`config.mk`:
```
export PLATFORM = sky130hd
export DESIGN_NAME = regfile_copy_engine
export DESIGN_NICKNAME = d
export VERILOG_FILES = /design/src/rtl/regfile_copy_engine.sv
export SDC_FILE = /design/constraint.sdc
export NUM_CORES = 1
export LEC_CHECK = 0
export ABC_AREA = 1
export CAP_MARGIN = 30
export CORE_MARGIN = 4
export CORE_UTILIZATION = 35
export CTS_BUF_LIST = sky130_fd_sc_hd__clkbuf_8
export DETAILED_ROUTE_END_ITERATION = 7
export PLACE_DENSITY = 0.64
export SYNTH_ARGS = -nofsm -noshare
export SYNTH_HDL_FRONTEND = slang
export SYNTH_SLANG_ARGS = --single-unit
```
`constraint.sdc`:
```
create_clock -name clk -period 2.2 [get_ports clk]
set_input_delay 0.33 -clock clk [delete_from_list [all_inputs] [get_ports clk]]
set_output_delay 0.33 -clock clk [all_outputs]
set_load 0.02 [all_outputs]
```
`src/rtl/regfile_copy_engine.sv`:
```
// Copies a block of words inside a single-port register file, one read and one write cycle per word.
// Optional running checksum of copied words: define REGFILE_COPY_CHECKSUM_EN.
module regfile_copy_engine #(
  parameter int unsigned ADDr_WIDTH = 10,
  parameter int unsigned mem_WIDTH  = 32
) (
  input  logic                    clk,
  input  logic                    rst,
  input  logic                    start,
  input  logic [ADDr_WIDTH-1:0]   src_addr,
  input  logic [ADDr_WIDTH-1:0]   dst_addr,
  input  logic [ADDr_WIDTH:0]     len,
  output logic                    busy,
  output logic                    done,
  output logic [ADDr_WIDTH-1:0]   ADDr,
  output logic                    rd_en,
  output logic                    wr_en,
  output logic [mem_WIDTH-1:0]    wr_DATA,
  input  logic [mem_WIDTH-1:0]    rd_DATA
`ifdef REGFILE_COPY_CHECKSUM_EN
  ,
  output logic [mem_WIDTH-1:0]    checksum
`endif
);

  localparam int unsigned AW = ADDr_WIDTH;
  localparam int unsigned CW = ADDr_WIDTH + 1;
  localparam int unsigned DW = mem_WIDTH;

  localparam logic [1:0] IDLE = 2'd0;
  localparam logic [1:0] RD   = 2'd1;
  localparam logic [1:0] WR   = 2'd2;
  localparam logic [1:0] DONE = 2'd3;

  logic [1:0]    state, state_n;
  logic [AW-1:0] src_ptr, src_ptr_n;
  logic [AW-1:0] dst_ptr, dst_ptr_n;
  logic [CW-1:0] remain, remain_n;
  logic          busy_n, done_n, rd_en_n, wr_en_n;
  logic [AW-1:0] addr_n;

  // Next state, pointers, and the port values the next state will present
  always_comb begin
    state_n   = state;
    src_ptr_n = src_ptr;
    dst_ptr_n = dst_ptr;
    remain_n  = remain;
    case (state)
      IDLE: begin
        if (start) begin
          src_ptr_n = src_addr;
          dst_ptr_n = dst_addr;
          remain_n  = len;
          state_n   = (len == CW'(0)) ? DONE : RD;
        end
      end
      RD: begin
        src_ptr_n = src_ptr + AW'(1);
        state_n   = WR;
      end
      WR: begin
        dst_ptr_n = dst_ptr + AW'(1);
        remain_n  = remain - CW'(1);
        state_n   = (remain == CW'(1)) ? DONE : RD;
      end
      DONE:    state_n = IDLE;
      default: state_n = IDLE;
    endcase

    busy_n  = (state_n == RD) || (state_n == WR);
    done_n  = (state_n == DONE);
    rd_en_n = (state_n == RD);
    wr_en_n = (state_n == WR);
    addr_n  = '0;
    if (state_n == RD) addr_n = src_ptr_n;
    if (state_n == WR) addr_n = dst_ptr_n;
  end

  always_ff @(posedge clk) begin
    if (rst) begin
      state   <= IDLE;
      src_ptr <= '0;
      dst_ptr <= '0;
      remain  <= '0;
      busy    <= 1'b0;
      done    <= 1'b0;
      rd_en   <= 1'b0;
      wr_en   <= 1'b0;
      ADDr    <= '0;
    end else begin
      state   <= state_n;
      src_ptr <= src_ptr_n;
      dst_ptr <= dst_ptr_n;
      remain  <= remain_n;
      busy    <= busy_n;
      done    <= done_n;
      rd_en   <= rd_en_n;
      wr_en   <= wr_en_n;
      ADDr    <= addr_n;
    end
  end

  // Read data arrives in the WR cycle and is forwarded straight to the write port
  always_comb begin
    wr_DATA = '0;
    if (state == WR) wr_DATA = rd_DATA;
  end

`ifdef REGFILE_COPY_CHECKSUM_EN
  logic [DW-1:0] checksum_n;

  always_comb begin
    checksum_n = checksum;
    if ((state == IDLE) && start) checksum_n = '0;
    else if (state == WR)         checksum_n = checksum + rd_DATA;
  end

  always_ff @(posedge clk) begin
    if (rst) checksum <= '0;
    else     checksum <= checksum_n;
  end
`endif

endmodule
```
==> results.txt <==
Flops & latches, synth: 47
Synth-to-layout area growth: 49.17%
DP Worst Slack: 0.2441 ns
Clock sink count: 47
Slew margin rel.: 77.49%
R2R Path End: ADDr[1]
DRT Pass-1 Iters: 4
Max incr delay on CP: 0.61 ns
Top_reg_cell synth: dfxtp_1
Status: finished clean
Total GRT Usage: 18.21%
Synth warnings: 0
Startpoint Class: flip-flop
Final Hold Fails: 0
Setup CP Type: reg2out
Hold Path End: remain[7]
Worst Reg-to-Reg Cells: 7
Total number of H-tree levels: 2
Mapped Area: 0.002873 mm2
RSZ-0062 raised after global routing: false
Post-route design area: 0.004285 mm2
Hold WC Path Type: reg2reg
DR iter-0 viols: 181
Pins Over Slew Limit: 0
Worst EP required: 1.87 ns
Number of fill cells in the layout: 773
Reg2reg start: state[0]
Maximum clock insertion buffer count: 2
Most frequent cells in the layout: nand2_1, clkdlybuf4s50_1, inv_1
Die Wd: 98.60 um
# Max-Cap Violations: 0
Placed Cells: 675
Least-Margin Pin Slew: 0.3342 ns
Layout Skew: 0.01072 ns
Ordered list of cells on the worst path: inv_4 > nand2_8 > nor2_1 > clkdlybuf4s50_1
Nets: 651
Finished Layout Cells: 684
Asr flop ratio synth: 0%
Final period util: 94.93%
Register area share after synthesis: 32.75%
Number of setup violations in the final report: 0
# diodes: 0
CTS Buf Count: 5
Overall power: 0.002423 W
Max Fclk: 478.8 MHz
Global-route wire length before repair: 14.50 mm
DR WL/cell: 13.62 um
Most common cell after layout, fill and taps aside: nand2_1
Half-perimeter wire length after placement: 7.225 mm
Starting Density: 36.61%
Setup TNS: 0 ns
Area of the core: 0.007848 mm2
Largest net degree at the start of global routing: 46
Clock Pin Slew Worst Setup and Hold Paths: 0.10 ns
Worst-path maximum fanout: 23
Reg2Reg Setup Slack: 0.46 ns
Post-synth EDFFs: 0
Vias: 3229
Final worst slack: 0.1116 ns
Layout cells sized above 1: 7.388%
CP arrival: 1.76 ns
PwrDens: 565.4 mW/mm2
Netlist cell types: 35
Vias in the first global route: 2970
Placed Area: 0.004118 mm2
Input/output buffers: 111
Hold_sp: remain[7]
Post-route ant nets: 0
Total gr overflow: 0
Final WL: 9.313 mm
DRC viols: 0
Worst VDD drop: 0.2811 mV
Via/cell ratio: 4.721
Row cnt: 32
Root cell of the clock tree: clkbuf_8
IO Pins: 112
Post-synthesis area per instance: 6.191 um2
Pleak: 2.119 nW
WHS Path Cells: 2
Die Y: 98.60 um
CTS tree: built
Syn_nets: 534
Worst-Skew Late Latency: 0.31 ns
Initial antenna violation count: 0
Slowest-stage cell, CP: clkdlybuf4s50_1
Die area: 0.009721 mm2
Fin crit period: 2.088 ns
Crit. End Element: output port
Gate Count Post-Synth: 464
Routability cong.: 0.8681
==> cell families (layout without fill, tap and decap cells) <==
logic type	Yosys count	in the layout	share of synthesized area (%)
simple gates	247	248	37.89
buf+inv	96	213	13.50
compound gates	69	69	13.81
flops	47	47	32.75
fa+ha+maj	4	4	1.742
xor+xnor	1	1	0.3049
==> worst max-delay path: cells and delay by family (launching register included) <==
kind	cells	cell delay, ns
and+or+nand+nor	2	0.25
DFF	1	0.42
buffers and inverters	2	0.77
==> how the worst max path moves through the flow <==
stage	startpoint	endpoint	slack [ns]	cells past startpoint
final	state[0]	wr_DATA[25]	0.11	4
after global routing	state[0]	wr_DATA[25]	0.03	4
after CTS	state[0]	wr_DATA[25]	0.0006	4
after detailed placement	state[0]	wr_DATA[24]	0.24	4
after global placement	start	ADDr[5]	0.28	9
after floorplan	state[0]	wr_DATA[10]	0.66	5
==> layer usage <==
metal	global-route usage (%)	vias up	wire length, um
met2	30.37	127	4202
met4	3.992	0	133
met5	0	-	0
met1	24.24	1406	4266
met3	3.892	12	710
li1	-	1684	-
==> stage by stage <==
| step | hold WS, ns | utilization (%) |
|---|---|---|
| floorplan | 0.4412 | - |
| global placement | 0.4699 | 52.47 |
| detailed placement | 0.4742 | 52.47 |
| CTS | 0.4882 | 54.19 |
| global route | 0.5298 | 54.61 |
| finish | 0.4893 | 54.61 |
==> registers in the layout, indices dropped and copies added, names as in the netlist <==
signal   flops
busy         1
dst_ptr     10
wr_en        1
remain      11
ADDr        10
rd_en        1
state        2
src_ptr     10
done         1
==> cells in the mapped netlist, types with 2 or more instances <==
cell,number,area (um2)
a21oi_1,20,100.1
nand3_1,35,175.2
o21ai_0,26,130.1
nand2_1,116,435.4
a22oi_1,2,15.01
nand2_2,3,18.77
ha_1,4,50.05
buf_6,3,33.78
or2_2,5,31.28
o22ai_1,2,12.51
dfxtp_1,47,940.9
nor3_1,3,15.01
inv_1,79,296.5
nor2_1,65,244.0
clkbuf_1,3,11.26
o21a_1,3,22.52
nand4_1,6,37.54
buf_2,4,20.02
buf_1,3,11.26
nor2_4,3,33.78
a31oi_1,8,50.05
o211ai_1,3,22.52
nor2_2,3,18.77
inv_2,4,15.01
nand3b_1,2,15.01
nand2_4,3,33.78
==> where the power goes <==
group	switching, W	internal, W
Combinational	0.000367	0.000308
Clock	0.000316	0.000450
Sequential	0.0000603	0.000921
Total	0.000744	0.00168
==> layout make-up <==
| class | count | area (um2) | share of cell area [%] |
|---|---|---|---|
| multi-input combinational | 322 | 1564 | 36.50 |
| timing repair buffer | 122 | 1205 | 28.12 |
| sequential | 47 | 942.2 | 21.99 |
| inverter | 83 | 314.1 | 7.328 |
| tap | 102 | 127.6 | 2.978 |
| clock buffer | 5 | 68.82 | 1.606 |
| clock inverter | 3 | 63.81 | 1.489 |
==> what timing repair did <==
action / CTS / global route
buffers inserted: 0 / 0
cloned: 0 / 1
hold buffers: 0 / 0
resized for setup: 6 / 9
setup endpoints to repair: 32 / 27
Note: power is estimated with default switching activity, not from simulation.
